$ cat src/rtl/pulsador_eventos.sv
// Turns the debounced button level into one-cycle press/release/long/repeat events on reloja.
// pulso arrives 2 edges after arebote is first sampled; every event output is registered.
module pulsador_eventos #(
  parameter int unsigned TICK_DIV  = 50000,
  parameter int unsigned LARGO_MS  = 1000,
  parameter int unsigned REPITE_MS = 200,
  parameter int unsigned CW        = 16
) (
  input  logic reloja,
  input  logic reset,
  input  logic arebote,
  output logic presionado,
  output logic pulso,
  output logic suelta,
  output logic largo,
  output logic repite
);

  typedef enum logic [1:0] {LIBRE, PRESION, SOSTENIDO} estado_t;

  localparam logic [CW-1:0] PRE_FIN    = CW'(TICK_DIV - 1);
  localparam logic [CW-1:0] LARGO_FIN  = CW'(LARGO_MS - 1);
  localparam logic [CW-1:0] REPITE_FIN = CW'(REPITE_MS - 1);

  logic          s1, s2, s3;
  logic          rise, fall;
  estado_t       estado, estado_d;
  logic [CW-1:0] presc, presc_d;
  logic [CW-1:0] ms, ms_d;
  logic [CW-1:0] umbral;
  logic          tick;
  logic          pulso_d, suelta_d, largo_d, repite_d;

  // arebote comes from a divided clock domain, hence the two-flop synchronizer plus edge flop
  always_ff @(posedge reloja or posedge reset) begin
    if (reset) begin
      s1 <= 1'b0;
      s2 <= 1'b0;
      s3 <= 1'b0;
    end else begin
      s1 <= arebote;
      s2 <= s1;
      s3 <= s2;
    end
  end

  assign presionado = s2;
  assign rise       = s2 & ~s3;
  assign fall       = ~s2 & s3;
  assign tick       = (presc == PRE_FIN);

  always_ff @(posedge reloja or posedge reset) begin
    if (reset) begin
      estado <= LIBRE;
      presc  <= '0;
      ms     <= '0;
      pulso  <= 1'b0;
      suelta <= 1'b0;
      largo  <= 1'b0;
      repite <= 1'b0;
    end else begin
      estado <= estado_d;
      presc  <= presc_d;
      ms     <= ms_d;
      pulso  <= pulso_d;
      suelta <= suelta_d;
      largo  <= largo_d;
      repite <= repite_d;
    end
  end

  always_comb begin
    estado_d = estado;
    presc_d  = presc;
    ms_d     = ms;
    pulso_d  = 1'b0;
    suelta_d = 1'b0;
    largo_d  = 1'b0;
    repite_d = 1'b0;
    umbral   = (estado == PRESION) ? LARGO_FIN : REPITE_FIN;
    case (estado)
      LIBRE: begin
        if (rise) begin
          pulso_d  = 1'b1;
          presc_d  = '0;
          ms_d     = '0;
          estado_d = PRESION;
        end
      end
      PRESION, SOSTENIDO: begin
        // release takes priority over a threshold landing in the same cycle
        if (fall) begin
          suelta_d = 1'b1;
          presc_d  = '0;
          ms_d     = '0;
          estado_d = LIBRE;
        end else if (tick) begin
          presc_d = '0;
          if (ms == umbral) begin
            ms_d = '0;
            if (estado == PRESION) begin
              largo_d  = 1'b1;
              estado_d = SOSTENIDO;
            end else begin
              repite_d = 1'b1;
            end
          end else begin
            ms_d = ms + CW'(1);
          end
        end else begin
          presc_d = presc + CW'(1);
        end
      end
      default: begin
        estado_d = LIBRE;
        presc_d  = '0;
        ms_d     = '0;
      end
    endcase
  end

endmodule

$ cat config.mk
export PLATFORM = sky130hd
export DESIGN_NAME = pulsador_eventos
export DESIGN_NICKNAME = d
export VERILOG_FILES = /design/src/rtl/pulsador_eventos.sv
export SDC_FILE = /design/constraint.sdc
export NUM_CORES = 1
export LEC_CHECK = 0
export ABC_AREA = 0
export BUFFER_PORTS_ARGS = -buffer_cell sky130_fd_sc_hd__buf_2
export CORE_ASPECT_RATIO = 1.1
export CORE_MARGIN = 2
export CORE_UTILIZATION = 35
export DETAILED_ROUTE_END_ITERATION = 12
export PLACE_DENSITY_LB_ADDON = 0.08
export SETUP_SLACK_MARGIN = 0.5
export SLEW_MARGIN = 20
export SYNTH_ARGS = -nofsm -noshare
export SYNTH_HDL_FRONTEND = slang
export SYNTH_SLANG_ARGS = --single-unit
$ cat constraint.sdc
create_clock -name reloja -period 2.55 [get_ports reloja]
set_input_delay 0.51 -clock reloja [delete_from_list [all_inputs] [get_ports reloja]]
set_output_delay 0.51 -clock reloja [all_outputs]
set_load 0.1 [all_outputs]
==> results of run 1 <==
## registers in the layout, summed over array words and instances, names as in the netlist
register,count
estado,2
largo,1
ms,16
presc,16
presionado,1
pulso,1
repite,1
s1,1
s3,1
suelta,1
## worst max-delay path, cell delays in order (launching register included)
cell and delay [ns]:
dfrtp_1 0.38, inv_2 0.06, ha_4 0.16, or4_4 0.42
a211o_4 0.38, o2111ai_4 0.24, buf_12 0.17, nor4_2 0.06
a21o_1 0.16
## final cells by class
cell class	instances	area [um^2]	area share, %
repair buffers	25	198	7.37
well taps	80	100	3.73
clock inverters	2	10.0	0.373
clock buffers	6	72.6	2.71
flip-flops and latches	41	1030	38.3
inverters	9	33.8	1.26
multi-input cells	181	1240	46.2
## synth_stat cells, types with 2 or more instances
| cell | n |
|---|---|
| dfrtp_1 | 41 |
| nor2_1 | 25 |
| nand2_1 | 18 |
| nand3_1 | 17 |
| o21ai_0 | 14 |
| a21o_1 | 10 |
| nand4_1 | 10 |
| inv_1 | 9 |
| nor4_1 | 9 |
| xor2_1 | 9 |
| nor3_1 | 6 |
| o21ai_1 | 6 |
| o31ai_1 | 6 |
| and3_1 | 5 |
| ha_1 | 5 |
| nor3b_1 | 5 |
| a21oi_1 | 4 |
| nand2b_1 | 4 |
| clkbuf_1 | 3 |
| a211oi_1 | 2 |
| a31oi_1 | 2 |
| buf_2 | 2 |
| buf_6 | 2 |
| nand4b_1 | 2 |
| nor4b_1 | 2 |
| or4_1 | 2 |
| or4b_1 | 2 |
## path summary, 6_finish.rpt
| check | slack (ns) | start | depth (start not counted) | end |
|---|---|---|---|---|
| setup reg to reg | 0.41 | estado[1] | 8 | ms[7] |
| hold reg to reg | 0.36 | s1 | 0 | presionado |
| min in group asynchronous | 0.33 | reset | 3 | suelta |
| setup / recovery | 0.41 | estado[1] | 8 | ms[7] |
| max in group asynchronous | 1.83 | reset | 3 | ms[5] |
| hold / removal | 0.32 | arebote | 1 | s1 |
## placed cells by master (no fill, tap or decap), types with 2 or more instances in the layout
cell / instances
nor3b_1: 5
o21ai_0: 11
buf_6: 4
a21o_1: 10
or4b_1: 2
nor4_1: 4
nand3_1: 16
nand2b_1: 4
dfrtp_2: 2
nand4_1: 10
buf_2: 7
inv_1: 7
clkinv_2: 2
dfrtp_1: 39
ha_1: 4
clkbuf_8: 5
nor2_1: 25
buf_4: 13
nor4b_2: 2
o21ai_1: 8
a31oi_1: 2
nor3_1: 6
xor2_1: 9
nand4b_1: 2
nor4_2: 5
a21oi_1: 4
and3_1: 5
o31ai_1: 6
nand2_1: 18
## through the flow
stage / area (um^2) / instances / worst slack, ns / util, %
finish: 2680 / 344 / 0.411 / 43.6
global route: 2680 / 344 / 0.327 / 43.6
floorplan: 2240 / 239 / 0.505 / -
global placement: 2390 / 327 / 0.324 / 38.8
CTS: 2620 / 343 / 0.442 / 42.5
detailed placement: 2390 / 327 / 0.314 / 38.8
## power by group through the flow
stage / clock network, mW / registers, mW / logic, mW
6_report: 0.414 / 0.701 / 0.597
5_1_grt: 0.457 / 0.704 / 0.661
4_1_cts: 0.433 / 0.701 / 0.553
3_5_place_dp: 0 / 0.715 / 0.470
3_3_place_gp: 0 / 0.714 / 0.470
2_1_floorplan: 0 / 0.750 / 0.309
## logic make-up (layout without fill, tap and decap cells)
family          count (synthesis)  in the layout
buf+inv                        17             42
flops                          41             41
compound gates                 54             54
xor+xnor                       10             10
simple gates                  112            112
fa+ha+maj                       5              5
## per-layer routing
layer	vias to the layer above	share of wire [%]	wire, um
met4	0	2.2	121
li1	926	-	-
met3	11	2.1	116
met5	-	0	0
met1	882	49	2640
met2	16	47	2570
## repair_timing
action	CTS	global route
setup buffers	7	1
endpoints found under the setup margin	18	23
pin swaps	5	9
gates cloned	1	0
hold buffers	0	0
resized for setup	15	14
==> flow_summary.yaml, run 1 <==
critical_path:
  crit_required_ns: 2.74
  start_kind: "flop"
  cp_max_fo: 14
  cp-end-kind: "flop"
  crit_type: "reg2reg"
  cp.arrival_ns: 2.32
pwr:
  p_seq_share_pct: 40.9
  power.internal_mw: 1.09
  power_switching_mw: 0.621
  p_leak_nw: 1.18
  p_comb_share_pct: 34.9
  fin_total_pwr_mw: 1.71
  ir_worst_vdd_v: 0.000483
  powerDensity_nw_per_um2: 638
  clkPwrFrac_pct: 24.2
  switching_share_pct: 36.3
drt:
  firstDrtPassIters: 4
  wl_mm: 5.44
  drcViolationCount: 0
  viasPerCell: 5.33
  ant_nets: 0
  wl_per_cell_um: 15.8
  drtIter0Drc: 84
  num_vias: 1835
layout:
  area_growth_pct: 20.1
  nNetsFinal: 271
  drive_gt1_share_pct: 20.8
  fillers: 636
  antenna_cells: 0
placed_design:
  hpwl_mm: 3.56
  io_buffer_count: 7
  gp_congestion: 0.804
timing:
  hold_viol_final: 0
  worst_clock_skew_ns: 0.00410
  fin_tns_setup_ns: 0
  period_share_pct: 83.9
  layout_min_cycle_time_ns: 2.14
  maxSlewHeadroom_pct: 64.3
  slew_violations: 0
  rsz0062_at_grt: "true"
  tightest_slew_ns: 0.536
  timing.hold.ws_ns: 0.320
  fmax_mhz: 468
  setup_viol: 0
job:
  cap_violations: 0
global_route:
  overflow: 0
  grt-busiest-layer: "met2"
  grt_pass1_wl_mm: 9.29
  track_usage_pct: 17.1
  grtUsageMet1_pct: 22.4
  antenna_found_initial: 0
  grt_use_met2_pct: 27.6
  grt_pass1_vias: 1871
  met3_usage_pct: 3.61
  grt_max_degree: 42
clock_tree:
  insertion_delay_ns: 0.29
  path_clk_slew_ns: 0.08
  clock_path_buffers: 2
  clock_sinks: 41
  numCtsBuffers: 5
  h-tree-depth: 2
  cts_root_buffer: "clkbuf_8"
  cts_tree: "done"
logic_synthesis:
  yosysTopAreaCellShare_pct: 45.9
  synthMuxAreaShare_pct: 0
  ys.flop_type: "dfrtp_1"
  synth_cell_types: 44
  async_flop_share_pct: 100
  synth_fa_ha_area_share_pct: 2.80
  yosys.area_share.xor_xnor_pct: 3.92
  synthCells: 239
  syn_area_um2: 2230
  ys_ff_latch: 41
  avgSynthCellArea_um2: 9.34
  ys_seq_area_share_pct: 45.9
  yosysTopAreaCell: "dfrtp_1"
  syn_nets: 247
  synth_top_family_by_area: "simple AND/OR/NAND/NOR gates"
  synth-simple-area-share_pct: 26.8
  synth_compound_area_share_pct: 16.8
  synth-edff-count: 0
  yosys_warnings: 0
  synth_area_leaders: "dfrtp_1, nor2_1, nand3_1, xor2_1, a21o_1"
status:
  outcome: "finished, final reports clean"
floorplan:
  die-area_um2: 7040
  core-area_um2: 6160
  row_count: 30
  dieWidth_um: 80.2
  ioPinCount: 8
  initial_utilization_pct: 36.3
  die_h_um: 87.8
hold_path:
  hp-class: "in2reg"
Note: power is estimated with default switching activity, not from simulation.
==> run 2: changes to the inputs <==
ABC_AREA = 1   (was 0)
clock period = 2.1 ns   (was 2.55 ns; I/O delays follow)
==> run 2 against run 1 <==
Sequential share of layout area shrank 5.7 points. Wire length grew 18%. Clock-buffer cell count grew 1. Non-clock buffer count grew 14. Maximum frequency grew 33%. Via count grew 23%. Clock power grew 39%. Register-to-register slack gained 0.08 ns. Highest routed layer unchanged.
==> flow_summary.yaml, run 2 <==
status:
  outcome: "finished, final reports clean"
floorplan:
  initial_utilization_pct: 35.7
  core-area_um2: 6970
  row_count: 32
  die-area_um2: 7810
  ioPinCount: 8
  dieWidth_um: 84.4
  die_h_um: 92.5
logic_synthesis:
  syn_area_um2: 2490
  async_flop_share_pct: 100
  synth_area_leaders: "dfrtp_1, nand2_1, nor2_1, nand3_1, inv_1"
  synthCells: 341
  ys_ff_latch: 41
  synth-edff-count: 0
  yosysMostFrequentCell: "nand2_1"
  synth_cell_types: 27
  yosysTopAreaCell: "dfrtp_1"
  ys.flop_type: "dfrtp_1"
  yosysTopAreaCellShare_pct: 41.2
  syn_nets: 349
  ys_top_cells_by_count: "nand2_1, nor2_1, dfrtp_1, inv_1, nand3_1"
  ys_seq_area_share_pct: 41.2
  yosys_warnings: 0
  avgSynthCellArea_um2: 7.30
drt:
  drtIter0Drc: 78
  viasPerCell: 4.83
  num_vias: 2260
  wl_mm: 6.44
  firstDrtPassIters: 4
  drcViolationCount: 0
  ant_nets: 0
  wl_per_cell_um: 13.8
clock_tree:
  numCtsBuffers: 5
  cts_root_buffer: "clkbuf_8"
  insertion_delay_ns: 0.29
  path_clk_slew_ns: 0.08
  cts_tree: "done"
  clock_path_buffers: 2
  h-tree-depth: 2
  clock_sinks: 41
timing:
  period_share_pct: 76.6
  rsz0062_at_grt: "true"
  worst_clock_skew_ns: 0.00290
  hold_viol_final: 0
  slew_violations: 0
  layout_min_cycle_time_ns: 1.61
  fin_tns_setup_ns: 0
  setup_viol: 0
  maxSlewHeadroom_pct: 67.5
  tightest_slew_ns: 0.491
  fmax_mhz: 622
critical_path:
  path_depth: 8
  worstSetupStartpoint: "presc[0]"
  critPathBufInv: 2
  cp_max_fo: 4
  rr_startpoint: "presc[0]"
  slowest_stage: "dfrtp_1"
  crit_required_ns: 2.29
  rr_worst_depth: 8
  crit_end: "presc[9]"
  cp-end-kind: "flop"
  crit_path_frequent_cell: "nor2_2"
  cp.arrival_ns: 1.80
  crit_type: "reg2reg"
  worstPathCellList: "buf_4 -> inv_1 -> nor2_2 -> nand3_2 -> nor2_2 -> nand3_1 -> o21ai_0 -> nor2_1"
  cpPeakStageDelay_ns: 0.40
  cp_top_family: "simple AND/OR/NAND/NOR gates"
  r2r_end: "presc[9]"
  r2r_setup_slack_ns: 0.49
  start_kind: "flop"
placed_design:
  placed_area_um2: 2620
  dp.cells: 432
  io_buffer_count: 7
  gp_congestion: 0.875
  hpwl_mm: 4.64
pwr:
  p_leak_nw: 1.43
  ir_worst_vdd_v: 0.000443
  powerDensity_nw_per_um2: 972
  switching_share_pct: 39.7
  power_switching_mw: 1.22
  power.internal_mw: 1.86
  clkPwrFrac_pct: 18.6
  p_comb_share_pct: 52.0
  p_seq_share_pct: 29.4
layout:
  antenna_cells: 0
  drive_gt1_share_pct: 25.8
  nNetsFinal: 390
  layout_commonest_cell: "nand2_1"
  stdcell_count: 468
  area_growth_pct: 27.3
  design_area_um2: 3170
  largestRegisters: "ms (16), presc (16), estado (2)"
  final_cell_mix: "nand2_1, nor2_1, dfrtp_1"
global_route:
  track_usage_pct: 16.9
  antenna_found_initial: 0
  overflow: 0
  grt_max_degree: 19
  grt_pass1_vias: 2127
  grt_pass1_wl_mm: 10.4
job:
  cap_violations: 0
hold_path:
  hp-class: "in2async"
## run 2: changes by cell type in the layout (fill, tap and decap cells not counted), sizes merged, moves of 6 or more
cell and delta:
inv +30, nor4 -8, nand3 +15, o31ai -6, buf +14, a21o -10
nor2 +41, nand2 +76
## run 2: cell families (layout without fill, tap and decap cells)
logic type / count (synthesis) / after routing / synth area share [%]
fa+ha+maj: 5 / 5 / 2.51
compound gates: 25 / 25 / 5.48
xor+xnor: 7 / 7 / 2.46
flops: 41 / 41 / 41.2
buf+inv: 45 / 86 / 8.04
simple gates: 218 / 219 / 40.3
## run 2: how the worst min path moves through the flow
stage | endpoint | start | cells after the start
global route | s1 | reset | 2
global placement | presionado | s1 | 0
CTS | s1 | reset | 2
finish | s1 | reset | 2
floorplan | presionado | s1 | 0
detailed placement | presionado | s1 | 0
## run 2: repair_timing
| item | 4_1_cts | 5_1_grt |
|---|---|---|
| setup buffers | 5 | 22 |
| pin swaps | 4 | 18 |
| resized for setup | 18 | 38 |
| hold buffers | 0 | 0 |
| gates cloned | 0 | 1 |
| endpoints found under the setup margin | 33 | 27 |
## run 2: power groups by stage
stage               combinational (mW)  sequential [mW]  clock (mW)
floorplan                        0.711            0.970           0
global placement                 0.946            0.915           0
detailed placement               0.949            0.918           0
CTS                               1.11            0.900       0.601
global route                      1.74            0.915       0.634
finish                            1.60            0.906       0.574
## run 2: cell type report
class / instances / area, um^2
fill: 735 / 3800
multi-input combinational: 256 / 1450
sequential: 41 / 1040
timing repair buffer: 39 / 327
inverter: 39 / 153
tap: 85 / 106
clock buffer: 7 / 96.3
clock inverter: 1 / 5.00
## run 2: metal layers
layer,share of wire [%],global-route usage [%],vias up
li1,-,-,1174
met4,3.2,6.75,0
met3,1.6,2.76,16
met5,0,0,-
met1,44,20.8,1045
met2,51,29.6,25
## run 2: per-stage QoR
| stage | total power [mW] | setup slack [ns] | hold slack (ns) | utilization, % |
|---|---|---|---|---|
| finish | 3.08 | 0.492 | 0.0677 | 45.5 |
| global route | 3.29 | 0.345 | 0.0800 | 45.5 |
| CTS | 2.61 | 0.502 | 0.0720 | 40.7 |
| detailed placement | 1.87 | 0.238 | 0.335 | 37.6 |
| global placement | 1.86 | 0.284 | 0.332 | 37.6 |
| floorplan | 1.68 | 0.524 | 0.331 | - |
==> run 3: changes to the inputs <==
ABC_AREA = 0   (was 1)
clock period = 1.6 ns   (was 2.1 ns; I/O delays follow)
==> run 3 against run 2 <==
The run now ends with negative setup slack left. Critical endpoint is now ms[12]. Utilization grew 11 points. Wire length shrank 1.2%. Die area shrank 9.8%. Largest cell class unchanged. Power grew 6.5%. Largest power group unchanged. Maximum frequency shrank 23%.
==> flow_summary.yaml, run 3 (synthesis results as in run 1) <==
clock_tree:
  insertion_delay_ns: 0.29
  numCtsBuffers: 5
  h-tree-depth: 2
  clock_path_buffers: 2
  path_clk_slew_ns: 0.09
  clock_sinks: 41
  cts_root_buffer: "clkbuf_8"
  cts_tree: "done"
drt:
  num_vias: 2146
  ant_nets: 0
  wl_mm: 6.36
  viasPerCell: 5.17
  wl_per_cell_um: 15.3
  drcViolationCount: 0
  firstDrtPassIters: 4
  drtIter0Drc: 59
placed_design:
  io_buffer_count: 7
  place_worst_setup_slack_ns: -0.559
  hpwl_mm: 4.52
  placed_area_um2: 3030
  gp_congestion: 0.795
pwr:
  p_seq_share_pct: 33.9
  power_switching_mw: 1.18
  switching_share_pct: 35.9
  clkPwrFrac_pct: 20.5
  ir_worst_vdd_v: 0.000517
  power.internal_mw: 2.10
  powerDensity_nw_per_um2: 939
  p_leak_nw: 1.61
  p_comb_share_pct: 45.5
global_route:
  grt_max_degree: 25
  overflow: 0
  grt_pass1_wl_mm: 10.4
  grt_pass1_vias: 2200
  antenna_found_initial: 0
  track_usage_pct: 19.0
layout:
  drive_gt1_share_pct: 44.8
  fillers: 558
  final_cell_mix: "buf_4, dfrtp_1, nor2_1"
  area_growth_pct: 56.6
  antenna_cells: 0
  design_area_um2: 3500
  layout_commonest_cell: "buf_4"
  largestRegisters: "ms (16), presc (16), estado (2)"
  nNetsFinal: 342
timing:
  worst_clock_skew_ns: 0.0102
  tightest_slew_ns: 0.466
  slew_violations: 0
  hold_viol_final: 0
  maxSlewHeadroom_pct: 68.9
  rsz0062_at_grt: "true"
  fmax_mhz: 477
  layout_min_cycle_time_ns: 2.10
  period_share_pct: 131
  setup_viol: 33
  fin_ws_ns: -0.497
  timing.hold.ws_ns: 0.0436
floorplan:
  ioPinCount: 8
  die_h_um: 87.8
  core-area_um2: 6160
  dieWidth_um: 80.2
  initial_utilization_pct: 36.3
  row_count: 30
  die-area_um2: 7040
critical_path:
  cp.arrival_ns: 2.29
  start_kind: "flop"
  r2r_end: "ms[12]"
  rr_startpoint: "estado[0]"
  cp-end-kind: "flop"
  rr_worst_depth: 7
  crit_type: "reg2reg"
  r2r_setup_slack_ns: -0.50
  cp_max_fo: 14
  crit_required_ns: 1.79
job:
  cap_violations: 0
hold_path:
  hp-class: "in2async"
status:
  outcome: "finished, violations left"
  violations: "negative setup slack"
-- run 3: cell count changes in the layout (fill, tap and decap cells not counted), sizes merged, moves of 6 or more --
cell / previous run / this run
nand2: 94 / 18
buf: 39 / 96
nor2: 66 / 25
inv: 38 / 8
nand3: 32 / 17
a21o: 0 / 10
nor4: 1 / 9
o31ai: 0 / 6
-- run 3: how the worst max path moves through the flow --
stage,start,to,slack [ns],cells past startpoint
2_1_floorplan,ms[8],ms[9],-0.42,7
3_3_place_gp,estado[1],estado[1],-0.49,8
3_5_place_dp,estado[1],estado[1],-0.56,8
4_1_cts,estado[1],ms[8],-0.47,8
5_1_grt,estado[1],ms[12],-0.59,8
6_report,estado[0],ms[12],-0.50,7
-- run 3: cell type report --
class | instances | area (um^2) | share of cell area, %
clock buffer | 6 | 72.6 | 2.07
clock inverter | 2 | 10.0 | 0.286
inverter | 9 | 40.0 | 1.14
multi-input combinational | 181 | 1380 | 39.5
sequential | 41 | 1030 | 29.6
tap | 80 | 100 | 2.86
timing repair buffer | 96 | 860 | 24.6
-- run 3: metrics by stage --
step	instances	utilization, %	TNS, ns	total power, mW
2_1_floorplan	239	-	-7.84	1.84
3_3_place_gp	397	49.2	-10.62	2.25
3_5_place_dp	397	49.2	-11.51	2.25
4_1_cts	409	54.1	-9.79	3.14
5_1_grt	415	56.8	-13.70	3.47
6_report	415	56.8	-10.56	3.28
-- run 3: layer usage --
layer / track usage [%] / part of all wire (%)
met1: 24.6 / 43
met2: 32.8 / 53
met3: 3.30 / 2.3
met4: 5.55 / 1.5
met5: 0 / 0
-- run 3: power groups by stage --
stage               sequential [mW]  clock (mW)  combinational [mW]
finish                         1.11       0.674                1.50
global route                   1.12       0.734                1.61
floorplan                      1.20           0               0.639
global placement               1.12           0                1.13
CTS                            1.11       0.700                1.33
detailed placement             1.12           0                1.12
-- run 3: critical path, cell delays in order (launching register included) --
cell and delay [ns]:
dfrtp_1 0.42, ha_4 0.17, or4_4 0.41, a211o_4 0.37, o2111ai_4 0.22, buf_12 0.18, nor4_1 0.06, a21o_1 0.16
-- run 3: timing repair --
item,4_1_cts,5_1_grt
cloned,0,1
gates resized for setup,45,29
buffers inserted,4,5
pin swaps,4,9
hold buffers,0,0
endpoints found under the setup margin,43,43
